**src/rtl/nt_node_pkg.sv**
```systemverilog
// Shared types and default parameters for the Nt_Node serial monitor.
package nt_node_pkg;

    typedef enum logic [1:0] {
        ST_IDLE  = 2'd0,
        ST_ARMED = 2'd1,
        ST_FIRED = 2'd2
    } state_e;

    localparam int         DEF_WIDTH   = 8;
    localparam logic [7:0] DEF_PATTERN = 8'hA5;
    localparam int         DEF_THRESH  = 3;
    localparam int         DEF_CNT_W   = 4;

endpackage

```
**src/rtl/nt_node_out_buf.sv**
```systemverilog
// Single-entry valid/ready holding register; a capture that finds the slot
// still occupied (and not being drained) is dropped and flagged sticky.
module nt_node_out_buf #(
    parameter int W = 8
) (
    input  logic         clk,
    input  logic         rst,
    input  logic         clr,
    input  logic         cap_valid,
    input  logic [W-1:0] cap_data,
    input  logic         ready,
    output logic [W-1:0] data_o,
    output logic         valid_o,
    output logic         ovf_o
);

    logic [W-1:0] data_q, data_d;
    logic         valid_q, valid_d;
    logic         ovf_q, ovf_d;

    always_comb begin
        data_d  = data_q;
        valid_d = valid_q;
        ovf_d   = ovf_q;
        if (clr) begin
            data_d  = '0;
            valid_d = 1'b0;
            ovf_d   = 1'b0;
        end else if (cap_valid) begin
            if (!valid_q || ready) begin
                data_d  = cap_data;
                valid_d = 1'b1;
            end else begin
                ovf_d = 1'b1;
            end
        end else if (valid_q && ready) begin
            valid_d = 1'b0;
        end
    end

    always_ff @(posedge clk or posedge rst) begin
        if (rst) begin
            data_q  <= '0;
            valid_q <= 1'b0;
            ovf_q   <= 1'b0;
        end else begin
            data_q  <= data_d;
            valid_q <= valid_d;
            ovf_q   <= ovf_d;
        end
    end

    assign data_o  = data_q;
    assign valid_o = valid_q;
    assign ovf_o   = ovf_q;

endmodule

```
**src/rtl/nt_node_seq_monitor.sv**
```systemverilog
// Serial observation stage: deserialises I2203 into words and fires a
// one-shot trigger once a sliding-window pattern has matched THRESH times.
module nt_node_seq_monitor
    import nt_node_pkg::*;
#(
    parameter int               WIDTH   = DEF_WIDTH,
    parameter logic [WIDTH-1:0] PATTERN = WIDTH'(DEF_PATTERN),
    parameter int               THRESH  = DEF_THRESH,
    parameter int               CNT_W   = DEF_CNT_W
) (
    input  logic             I1294,
    input  logic             I1301,
    input  logic             I2203,
    input  logic             din_en,
    input  logic             clr,
    output logic [WIDTH-1:0] word_o,
    output logic             word_valid,
    input  logic             word_ready,
    output logic [CNT_W-1:0] match_cnt,
    output logic             trig,
    output logic             fired,
    output logic             ovf
);

    localparam int BC_W   = $clog2(WIDTH);
    localparam int FILL_W = $clog2(WIDTH + 1);

    localparam logic [BC_W-1:0]   BC_LAST   = BC_W'(WIDTH - 1);
    localparam logic [BC_W-1:0]   BC_ONE    = BC_W'(1);
    localparam logic [FILL_W-1:0] FILL_FULL = FILL_W'(WIDTH);
    localparam logic [FILL_W-1:0] FILL_ONE  = FILL_W'(1);
    localparam logic [CNT_W-1:0]  CNT_MAX   = '1;
    localparam logic [CNT_W-1:0]  CNT_ONE   = CNT_W'(1);
    localparam logic [CNT_W-1:0]  CNT_THR   = CNT_W'(THRESH);

    logic [WIDTH-1:0]  sreg_q, sreg_d, sreg_sh;
    logic [BC_W-1:0]   bit_cnt_q, bit_cnt_d;
    logic [FILL_W-1:0] fill_q, fill_d;
    logic [CNT_W-1:0]  cnt_q, cnt_d;
    state_e            state_q, state_d;
    logic              trig_q, trig_d;
    logic              fired_q, fired_d;
    logic              capture;

    always_comb begin
        sreg_sh   = {sreg_q[WIDTH-2:0], I2203};
        sreg_d    = sreg_q;
        bit_cnt_d = bit_cnt_q;
        fill_d    = fill_q;
        cnt_d     = cnt_q;
        state_d   = state_q;
        capture   = 1'b0;

        if (din_en) begin
            sreg_d    = sreg_sh;
            bit_cnt_d = (bit_cnt_q == BC_LAST) ? '0 : bit_cnt_q + BC_ONE;
            fill_d    = (fill_q == FILL_FULL) ? fill_q : fill_q + FILL_ONE;
            capture   = (bit_cnt_q == BC_LAST);
            // The window is only meaningful once it holds WIDTH real bits.
            if ((fill_d == FILL_FULL) && (sreg_sh == PATTERN) && (cnt_q != CNT_MAX))
                cnt_d = cnt_q + CNT_ONE;
        end

        case (state_q)
            ST_IDLE:  if (din_en && (fill_d == FILL_FULL))
                          state_d = (cnt_d >= CNT_THR) ? ST_FIRED : ST_ARMED;
            ST_ARMED: if (cnt_d >= CNT_THR) state_d = ST_FIRED;
            ST_FIRED: state_d = ST_FIRED;
            default:  state_d = ST_IDLE;
        endcase

        if (clr) begin
            sreg_d    = '0;
            bit_cnt_d = '0;
            fill_d    = '0;
            cnt_d     = '0;
            state_d   = ST_IDLE;
            capture   = 1'b0;
        end

        trig_d  = (state_d == ST_FIRED) && (state_q != ST_FIRED);
        fired_d = (state_d == ST_FIRED);
    end

    always_ff @(posedge I1294 or posedge I1301) begin
        if (I1301) begin
            sreg_q    <= '0;
            bit_cnt_q <= '0;
            fill_q    <= '0;
            cnt_q     <= '0;
            state_q   <= ST_IDLE;
            trig_q    <= 1'b0;
            fired_q   <= 1'b0;
        end else begin
            sreg_q    <= sreg_d;
            bit_cnt_q <= bit_cnt_d;
            fill_q    <= fill_d;
            cnt_q     <= cnt_d;
            state_q   <= state_d;
            trig_q    <= trig_d;
            fired_q   <= fired_d;
        end
    end

    nt_node_out_buf #(.W(WIDTH)) u_out_buf (
        .clk       (I1294),
        .rst       (I1301),
        .clr       (clr),
        .cap_valid (capture),
        .cap_data  (sreg_sh),
        .ready     (word_ready),
        .data_o    (word_o),
        .valid_o   (word_valid),
        .ovf_o     (ovf)
    );

    assign match_cnt = cnt_q;
    assign trig      = trig_q;
    assign fired     = fired_q;

endmodule

```
**config.mk**
```make
export PLATFORM = sky130hd
export DESIGN_NAME = nt_node_seq_monitor
export DESIGN_NICKNAME = d
export VERILOG_FILES = /design/src/rtl/nt_node_pkg.sv /design/src/rtl/nt_node_out_buf.sv /design/src/rtl/nt_node_seq_monitor.sv
export SDC_FILE = /design/constraint.sdc
export NUM_CORES = 1
export LEC_CHECK = 0
export CAP_MARGIN = 20
export CORE_ASPECT_RATIO = 2
export CORE_UTILIZATION = 55
export CTS_CLUSTER_DIAMETER = 150
export DETAILED_ROUTE_END_ITERATION = 12
export PLACE_DENSITY = 0.9
export SLEW_MARGIN = 20
export SYNTH_ARGS = -nofsm -noshare
export SYNTH_HDL_FRONTEND = slang
export SYNTH_SLANG_ARGS = --single-unit
```
**constraint.sdc**
```tcl
create_clock -name I1294 -period 3.9 [get_ports I1294]
set_input_delay 0.78 -clock I1294 [delete_from_list [all_inputs] [get_ports I1294]]
set_output_delay 0.78 -clock I1294 [all_outputs]
set_load 0.01 [all_outputs]
```
==> key figures, run 1 <==
Die
  • Die Area: 3070 um^2
  • Chip width: 39.7 um
  • Core Area: about 2700 um^2
  • Die height: 77.4 um
  • Io pins: 22
  • Starting Density: about 57%
  • Row count: 27

Drt
  • Routed Antenna Nets: 0
  • Drt drc: 0
  • Initial drt markers: 37
  • Routed Wire Length: around 3.2 mm
  • 1st-pass router iterations: 4
  • Routed wire per std cell: 16.2 um
  • Vias per cell: 5.70
  • Total number of vias: 1118

GRT
  • GRT Max-Usage Layer: met2
  • Largest net degree at the start of global routing: 33
  • Vias in the first global route: 1211
  • First-pass GRT wire length: 5.43 mm
  • Total track usage: 25.9%
  • M3 GR Usage: around 6.9%
  • Grt total ovfl: 0
  • Initial antenna violation count: 0
  • GRT met1 Usage: 31.2%
  • Met2 usage: about 40%

CTS
  • CTS Hold Bufs: 0
  • # Post-CTS Setup Buffers: 0
  • Post-cts resize count: 0
  • Insertion delay to the later sink of the worst-skew pair: 0.29 ns
  • CTS sink count: 32
  • CTS tree: yes
  • CTS Buf Count: 5
  • Clock Tree Buf Depth: 2
  • CTS clk-pin slew, worst paths: 0.06 ns
  • Root cell of the clock tree: clkbuf_8
  • H-tree lvl count: 2

Synthesis
  • Area share of the largest cell type after synthesis: 51.2%
  • Number of flops mapped to enable cells by yosys: 0
  • Avg Inst Size Synth: 10.9 um^2
  • Largest cells by area after synthesis: dfrtp_1, mux2i_1, nor2_1
  • Ys Warns: 0
  • Post-synthesis cell area: 1560 um^2
  • Post-synthesis sequential area ratio: 51.2%
  • Asr flop ratio synth: 100%
  • Distinct cells, synth: 34
  • Flops & latches, synth: 32
  • Top cells by count, synth: dfrtp_1, nor2_1, mux2i_1
  • Post-synthesis net count: roughly 150
  • Post-Syn Instances: 143
  • Area leader, netlist: dfrtp_1
  • Synth Flop Type: dfrtp_1

Critical path
  • Worst setup startpoint: din_en
  • Worst reg2reg setup slack: 1.58 ns
  • Critical path endpoint category: flop
  • Crit path launch type: input port
  • CP Capture Point: fired
  • Delay-heaviest family, CP: buffers and inverters
  • Arrival time worst endpoint: 2.81 ns
  • Buf/Inv on CP: 3
  • Crit-path max cell delay: 0.45 ns
  • Critical Path Slowest Stage Cell: clkdlybuf4s50_1
  • R2r endpoint: fired
  • WP depth: 8
  • Worst-path fanout max: 17
  • Critical Path, Cell by Cell: clkdlybuf4s50_1 > buf_4 > inv_1 > a2111oi_4 > and4_1 > nand3_2 > a22oi_2 > o21ai_0
  • FF-to-FF Start: fill_q[0]
  • FF-to-FF path depth: 8
  • CP Class: input port to flop
  • CP required: 4.05 ns

Finish
  • # fillers: ~190
  • Footprint of the multi-input gates: 711 um^2
  • Register area: around 800 um^2
  • Share of layout cells above drive strength 1: 9.58%
  • Number of diodes: 0
  • Area delta synth->final: 19.3%
  • Nets: 178

Min path
  • Hold Crit Class: flop to flop

STA
  • Final setup viols: 0
  • Crit share post-route: 68.2%
  • Setup TNS: 0 ns
  • Headroom to the max-slew limit: 39.8%
  • Fin. max-slew vios: 0
  • Skew final: roughly 0.0046 ns
  • Hold Violations, Final: 0
  • Worst-Margin Slew: 0.900 ns
  • Final min period: around 2.7 ns
  • Max Fclk: 376 MHz
  • RSZ-0062 raised after global routing: no
  • Post-route setup slack: roughly 1.2 ns

Status
  • Status: completed

Power
  • Peak supply drop: 0.304 mV
  • Lkg Pwr: 0.865 nW
  • Power per cell area: 337 nW/um^2

Place
  • Port-buffer cells: 21
  • Placed wire-length estimate: about 2.3 mm
  • Routability Congestion: 0.778
  • Post-Place Worst Slack: 0.972 ns

Job
  • MaxCap Viol Count: 0
## sequential cells by signal, summed over array words and instances (netlist names)
name               count
bit_cnt_q              3
fill_q                 4
fired                  1
match_cnt              4
sreg_q                 7
state_q                2
trig                   1
u_out_buf.data_o       8
u_out_buf.ovf_o        1
u_out_buf.valid_o      1
## final cells by class
cell class	instances	area share (%)
clock inverters	1	0.268
multi-input cells	101	38.1
well taps	29	1.95
inverters	4	0.805
clock buffers	6	3.89
flip-flops and latches	32	42.9
repair buffers	23	12.1
## power breakdown
part           switching [mW]  internal (mW)  total, mW
logic                  0.0281         0.0197     0.0477
registers             0.00572          0.337      0.343
clock network           0.118          0.121      0.239
## cell usage in the layout (no fill, tap or decap), types with 2 or more instances in the layout
| cell | synthesis | routed |
|---|---|---|
| clkdlybuf4s50_1 | 0 | 21 |
| xnor2_1 | 4 | 4 |
| nand4_1 | 4 | 4 |
| nand2_1 | 5 | 5 |
| xor2_1 | 2 | 2 |
| inv_1 | 4 | 3 |
| nor2_1 | 32 | 32 |
| nor3_1 | 3 | 3 |
| mux2i_1 | 20 | 20 |
| nor2b_1 | 2 | 2 |
| a21oi_1 | 2 | 2 |
| dfrtp_1 | 32 | 32 |
| buf_4 | 0 | 2 |
| o21ai_0 | 3 | 3 |
| clkbuf_8 | 0 | 5 |
| nand4bb_1 | 2 | 2 |
| ha_1 | 5 | 5 |
## cell families after synthesis
group	Yosys count	synth area share [%]
DFF	32	51.2
adders and majority gates	5	4.00
AOI/OAI and AO/OA	12	6.88
buffers and inverters	10	3.36
muxes	20	12.8
xor gates and xnor gates	6	3.36
and+or+nand+nor	58	18.4
## worst min path at each step
stage / from / to / slack [ns] / cells past startpoint
after global routing: state_q[1] / fired / 0.54 / 2
final: u_out_buf.ovf_o / u_out_buf.ovf_o / 0.52 / 2
after global placement: state_q[1] / state_q[1] / 0.48 / 2
after CTS: state_q[1] / fired / 0.53 / 2
after detailed placement: state_q[1] / state_q[1] / 0.50 / 2
after floorplan: state_q[1] / fired / 0.46 / 2
## worst min-delay path: cells and delay by family, from the launching register on
family             cells  cell delay [ns]
AOI/OAI and AO/OA      1             0.05
DFF                    1             0.35
and+or+nand+nor        1             0.08
## per-layer routing
layer	vias up	wire (um)
li1	537	-
met1	549	1240
met2	23	1740
met3	9	101
met4	0	89
met5	-	0
## through the flow
| stage | hold slack, ns | instances | utilization (%) | cell area, um^2 | power, mW |
|---|---|---|---|---|---|
| 3_3_place_gp | 0.477 | 189 | 65.3 | 1790 | 0.394 |
| 3_5_place_dp | 0.497 | 189 | 65.3 | 1790 | 0.397 |
| 2_1_floorplan | 0.464 | 143 | - | 1560 | 0.383 |
| 4_1_cts | 0.528 | 196 | 68.2 | 1870 | 0.632 |
| 6_report | 0.519 | 196 | 68.2 | 1870 | 0.629 |
| 5_1_grt | 0.543 | 196 | 68.2 | 1870 | 0.651 |
(Power assumes the default switching activity.)
==> inputs of run 2 (changes only) <==
- CORE_UTILIZATION: 55 -> 53
- PLACE_DENSITY: 0.9 -> 0.88
- clock period: 3.9 -> 2.6 ns (I/O delays scaled with it)
==> run 2 against run 1 <==
Compared with the run above: sequential cell count did not move; routed wire length about the same; setup slack got worse by 0.97 ns; non-clock buffer count up 4; register-to-register slack got worse by 1.3 ns; critical path depth stayed put; count of clock-buffer cells in the layout decreased by 1; clock skew about the same; sequential share of layout area shrank 1.4 points; core utilization grew 1.5 points; cell area increased by 3.5%.
==> key figures, run 2 (synthesis gave the netlist of run 1 again) <==
STA
  • Max Fclk: about 430 MHz
  • Worst-Margin Slew: ~0.39 ns
  • Hold Violations, Final: 0
  • Setup TNS: 0 ns
  • Final setup viols: 0
  • Post-route setup slack: 0.272 ns
  • RSZ-0062 raised after global routing: no
  • Skew final: 0.00500 ns
  • Final min period: between 2 and 2.5 ns
  • Crit share post-route: between 80% and 90%
  • Fin. max-slew vios: 0
  • Headroom to the max-slew limit: 74.2%

Power
  • P_int: 820 uW
  • Lkg Pwr: 0.899 nW
  • Power consumption: 1.05 mW
  • NetSw: 234 uW
  • Switching share of power: roughly 22%
  • Clock power frac: 43.9%
  • Peak supply drop: about 0.60 mV
  • Fraction of power consumed by combinational cells: 7.3%
  • Seq pwr share: about half
  • Power per cell area: 546 nW/um^2

GRT
  • Largest net degree at the start of global routing: 33
  • First-pass GRT wire length: 5.27 mm
  • Grt total ovfl: 0
  • Initial antenna violation count: 0
  • Vias in the first global route: about 1200
  • Total track usage: 24.5%

Die
  • Die Area: 3190 um^2
  • Chip width: just over 40 um
  • Core Area: approximately 2800 um^2
  • Starting Density: 56.5%
  • Row count: 27
  • Io pins: 22
  • Die height: 78.8 um

Finish
  • Max reg flops: 8
  • Nets: approximately 180
  • Share of layout cells above drive strength 1: between 10% and 20%
  • Footprint of the multi-input gates: a little over 700 um^2
  • Number of diodes: 0
  • Most frequent cells in the layout: nor2_1, dfrtp_1, clkdlybuf4s50_1
  • Register area: 801 um^2
  • Area delta synth->final: 23.4%
  • # fillers: 207

Critical path
  • Worst-path fanout max: 6
  • Arrival time worst endpoint: 2.47 ns
  • Critical path endpoint category: flop
  • Crit path launch type: flop
  • CP Class: flop to flop
  • CP required: around 2.7 ns

Status
  • Status: completed

Drt
  • Drt drc: 0
  • Routed Antenna Nets: 0
  • Initial drt markers: 30
  • Routed wire per std cell: 15.8 um
  • 1st-pass router iterations: 4
  • Total number of vias: 1138
  • Routed Wire Length: 3.18 mm
  • Vias per cell: 5.66

CTS
  • H-tree lvl count: 2
  • Clock Tree Buf Depth: 2
  • Insertion delay to the later sink of the worst-skew pair: 0.28 ns
  • # Post-CTS Setup Buffers: 0
  • Root cell of the clock tree: clkbuf_8
  • CTS tree: yes
  • CTS sink count: 32
  • CTS clk-pin slew, worst paths: 0.07 ns
  • CTS Buf Count: 5

Place
  • Post-Place Worst Slack: 0.166 ns
  • Placed wire-length estimate: 2.34 mm
  • Port-buffer cells: 21
  • Routability Congestion: roughly 0.80

Min path
  • Hold Crit Class: flop to flop

Job
  • MaxCap Viol Count: 0
[run 2: stage by stage]
step           utilization (%)  std cells  area, um^2  hold slack [ns]
2_1_floorplan                -        143        1560            0.464
3_3_place_gp              65.6        193        1820            0.479
3_5_place_dp              65.6        193        1820            0.488
4_1_cts                   69.6        201        1930            0.500
5_1_grt                   69.7        201        1930            0.558
6_report                  69.7        201        1930            0.493
[run 2: worst paths after layout]
path / startpoint / to / slack [ns] / depth (start not counted)
max in group asynchronous: I1301 / fired / 1.69 / 3
worst max-delay path: fill_q[0] / fired / 0.27 / 8
worst max register to register: fill_q[0] / fired / 0.27 / 8
worst min register to register: u_out_buf.ovf_o / u_out_buf.ovf_o / 0.49 / 2
worst min-delay path: u_out_buf.ovf_o / u_out_buf.ovf_o / 0.49 / 2
min in group asynchronous: I1301 / sreg_q[2] / 0.63 / 3
[run 2: area by class of cell]
| cell class | count | share of cell area, % |
|---|---|---|
| clock buffers | 5 | 3.56 |
| clock inverters | 3 | 2.20 |
| inverters | 4 | 0.778 |
| multi-input cells | 101 | 36.9 |
| flip-flops and latches | 32 | 41.5 |
| well taps | 29 | 1.88 |
| repair buffers | 27 | 13.2 |
[run 2: layer usage]
| metal | up-vias | global-route usage [%] | part of all wire (%) |
|---|---|---|---|
| met3 | 6 | 6.70 | 2.3 |
| met5 | - | 0 | 0 |
| li1 | 552 | - | - |
| met1 | 559 | 26.2 | 37 |
| met4 | 0 | 12.0 | 2.2 |
| met2 | 21 | 40.8 | 59 |
[run 2: power by group through the flow]
stage	registers [mW]	clock network, mW	logic, mW
2_1_floorplan	0.521	0	0.0543
3_3_place_gp	0.522	0	0.0724
3_5_place_dp	0.523	0	0.0771
4_1_cts	0.514	0.470	0.0781
5_1_grt	0.515	0.491	0.0864
6_report	0.514	0.463	0.0771
[run 2: timing repair]
item	in CTS	in global routing
resized for setup	0	1
setup endpoints to repair	0	1
hold buffers	0	0
[run 2: worst max-delay path, stage by stage (launching register included)]
cell	delay [ns]
dfrtp_1	0.43
inv_1	0.12
ha_1	0.20
a21oi_2	0.09
a2111oi_4	0.45
and4_2	0.39
nand3_2	0.11
a22oi_2	0.26
o21ai_0	0.13
==> inputs of run 3 (changes only) <==
- CORE_UTILIZATION: 53 -> 40
- PLACE_DENSITY: 0.88 -> 0.72
==> run 3 against run 2 <==
Compared with the run above: total power shrank 7.7%; critical endpoint is now state_q[1]; count of clock-buffer cells in the layout grew 3; critical path type unchanged; core utilization shrank 18 points; largest cell class unchanged.
==> key figures, run 3 (synthesis gave the netlist of run 1 again) <==
Status
  • Status: completed

Critical path
  • Delay-heaviest family, CP: compound AO/OA/AOI/OAI gates
  • Buf/Inv on CP: 1
  • Critical Path, Cell by Cell: inv_1 > ha_1 > a21oi_2 > a2111oi_4 > and4_1 > nand3_2 > a22oi_2 > o21ai_0
  • Critical path endpoint category: flop
  • FF-to-FF Start: fill_q[0]
  • FF-to-FF path depth: 8
  • Worst reg2reg setup slack: roughly 0.29 ns
  • Crit path launch type: flop
  • Arrival time worst endpoint: 2.46 ns
  • CP required: 2.75 ns
  • Critical Path Slowest Stage Cell: dfrtp_1
  • R2r endpoint: state_q[1]
  • CP Class: flop to flop
  • Crit-path max cell delay: approximately 0.43 ns
  • Worst-path fanout max: 6

Finish
  • # fillers: 352
  • Area delta synth->final: 22.6%
  • Most frequent cells in the layout: nor2_1, dfrtp_1, clkdlybuf4s50_1
  • Max reg flops: 8
  • Nets: 180
  • Number of diodes: 0
  • Share of layout cells above drive strength 1: 10.0%

Min path
  • Hold path depth: 2
  • Hold Path End: fired
  • HP Start: state_q[1]
  • Hold Crit Class: flop to flop

GRT
  • Vias in the first global route: about 1200
  • First-pass GRT wire length: slightly above 5 mm
  • Grt total ovfl: 0
  • Largest net degree at the start of global routing: 33
  • Initial antenna violation count: 0
  • Total track usage: 16.9%

Power
  • Power consumption: 973 uW
  • Lkg Pwr: between 0.8 and 0.9 nW
  • Power per cell area: around 510 nW/um^2
  • Peak supply drop: 0.391 mV

CTS
  • CTS sink count: 32
  • Clock Tree Buf Depth: 2
  • # Post-CTS Setup Buffers: 0
  • H-tree lvl count: 2
  • Post-cts resize count: 0
  • Insertion delay to the later sink of the worst-skew pair: 0.28 ns
  • Root cell of the clock tree: clkbuf_8
  • CTS tree: yes
  • CTS Hold Bufs: 0
  • CTS clk-pin slew, worst paths: 0.06 ns
  • CTS Buf Count: 5

Drt
  • Routed Antenna Nets: 0
  • Drt drc: 0
  • 1st-pass router iterations: 3
  • Total number of vias: between 1000 and 1500
  • Routed wire per std cell: approximately 14 um
  • Routed Wire Length: 3.03 mm
  • Vias per cell: around 5.1
  • Initial drt markers: 23

STA
  • Worst-Margin Slew: 0.401 ns
  • RSZ-0062 raised after global routing: no
  • Crit share post-route: roughly nine tenths
  • Setup TNS: 0 ns
  • Skew final: 0.00320 ns
  • Headroom to the max-slew limit: between 70% and 80%
  • Final setup viols: 0
  • Fin. max-slew vios: 0
  • Final min period: between 2 and 2.5 ns
  • Max Fclk: about 430 MHz
  • Hold Violations, Final: 0

Die
  • Io pins: 22
  • Core Area: 3680 um^2
  • Die height: 90.4 um
  • Die Area: ~4200 um^2
  • Starting Density: 42.4%
  • Row count: 31
  • Chip width: 46.2 um

Job
  • MaxCap Viol Count: 0

Place
  • Port-buffer cells: 21
  • Placed wire-length estimate: 2.27 mm
  • Routability Congestion: 0.747
-- run 3: cell type report --
cell class	count	area, um^2	area share [%]
timing repair buffer	25	240	12.5
sequential	32	801	41.7
multi-input combinational	101	711	37.1
inverter	4	15.0	0.783
tap	49	61.3	3.20
clock buffer	8	90.1	4.70
-- run 3: per-layer routing --
layer	track usage, %	part of all wire [%]	vias up
met1	16.5	39	561
met4	8.09	2.1	0
met3	3.60	1.9	5
met5	0	0	-
li1	-	-	540
met2	30.5	57	12
-- run 3: stage by stage --
step,instances,setup WS (ns),hold slack (ns),instance area (um^2),util [%]
3_5_place_dp,211,0.181,0.518,1830,49.6
2_1_floorplan,143,0.572,0.464,1560,-
4_1_cts,219,0.278,0.530,1920,52.1
3_3_place_gp,211,0.265,0.479,1830,49.6
6_report,219,0.285,0.520,1920,52.1
5_1_grt,219,0.131,0.567,1920,52.1
-- run 3: worst register-to-register path, cell delays in order, from the launching register on --
cell	delay [ns]
dfrtp_1	0.43
inv_1	0.12
ha_1	0.21
a21oi_2	0.10
a2111oi_4	0.41
and4_1	0.41
nand3_2	0.12
a22oi_2	0.26
o21ai_0	0.12
-- run 3: worst max-delay path by stage --
stage	slack [ns]	cells past startpoint	end	from
final	0.29	8	state_q[1]	fill_q[0]
after global placement	0.27	7	fired	din_en
after detailed placement	0.18	7	state_q[1]	din_en
after floorplan	0.57	9	fired	fill_q[0]
after global routing	0.13	8	fired	fill_q[0]
after CTS	0.28	8	state_q[1]	fill_q[0]
-- run 3: where the power goes --
| part | leakage, nW | internal (mW) | switching (mW) | total (mW) |
|---|---|---|---|---|
| Clock | 0.0455 | 0.216 | 0.171 | 0.387 |
| Sequential | 0.443 | 0.505 | 0.00856 | 0.514 |
| Combinational | 0.392 | 0.0304 | 0.0422 | 0.0726 |
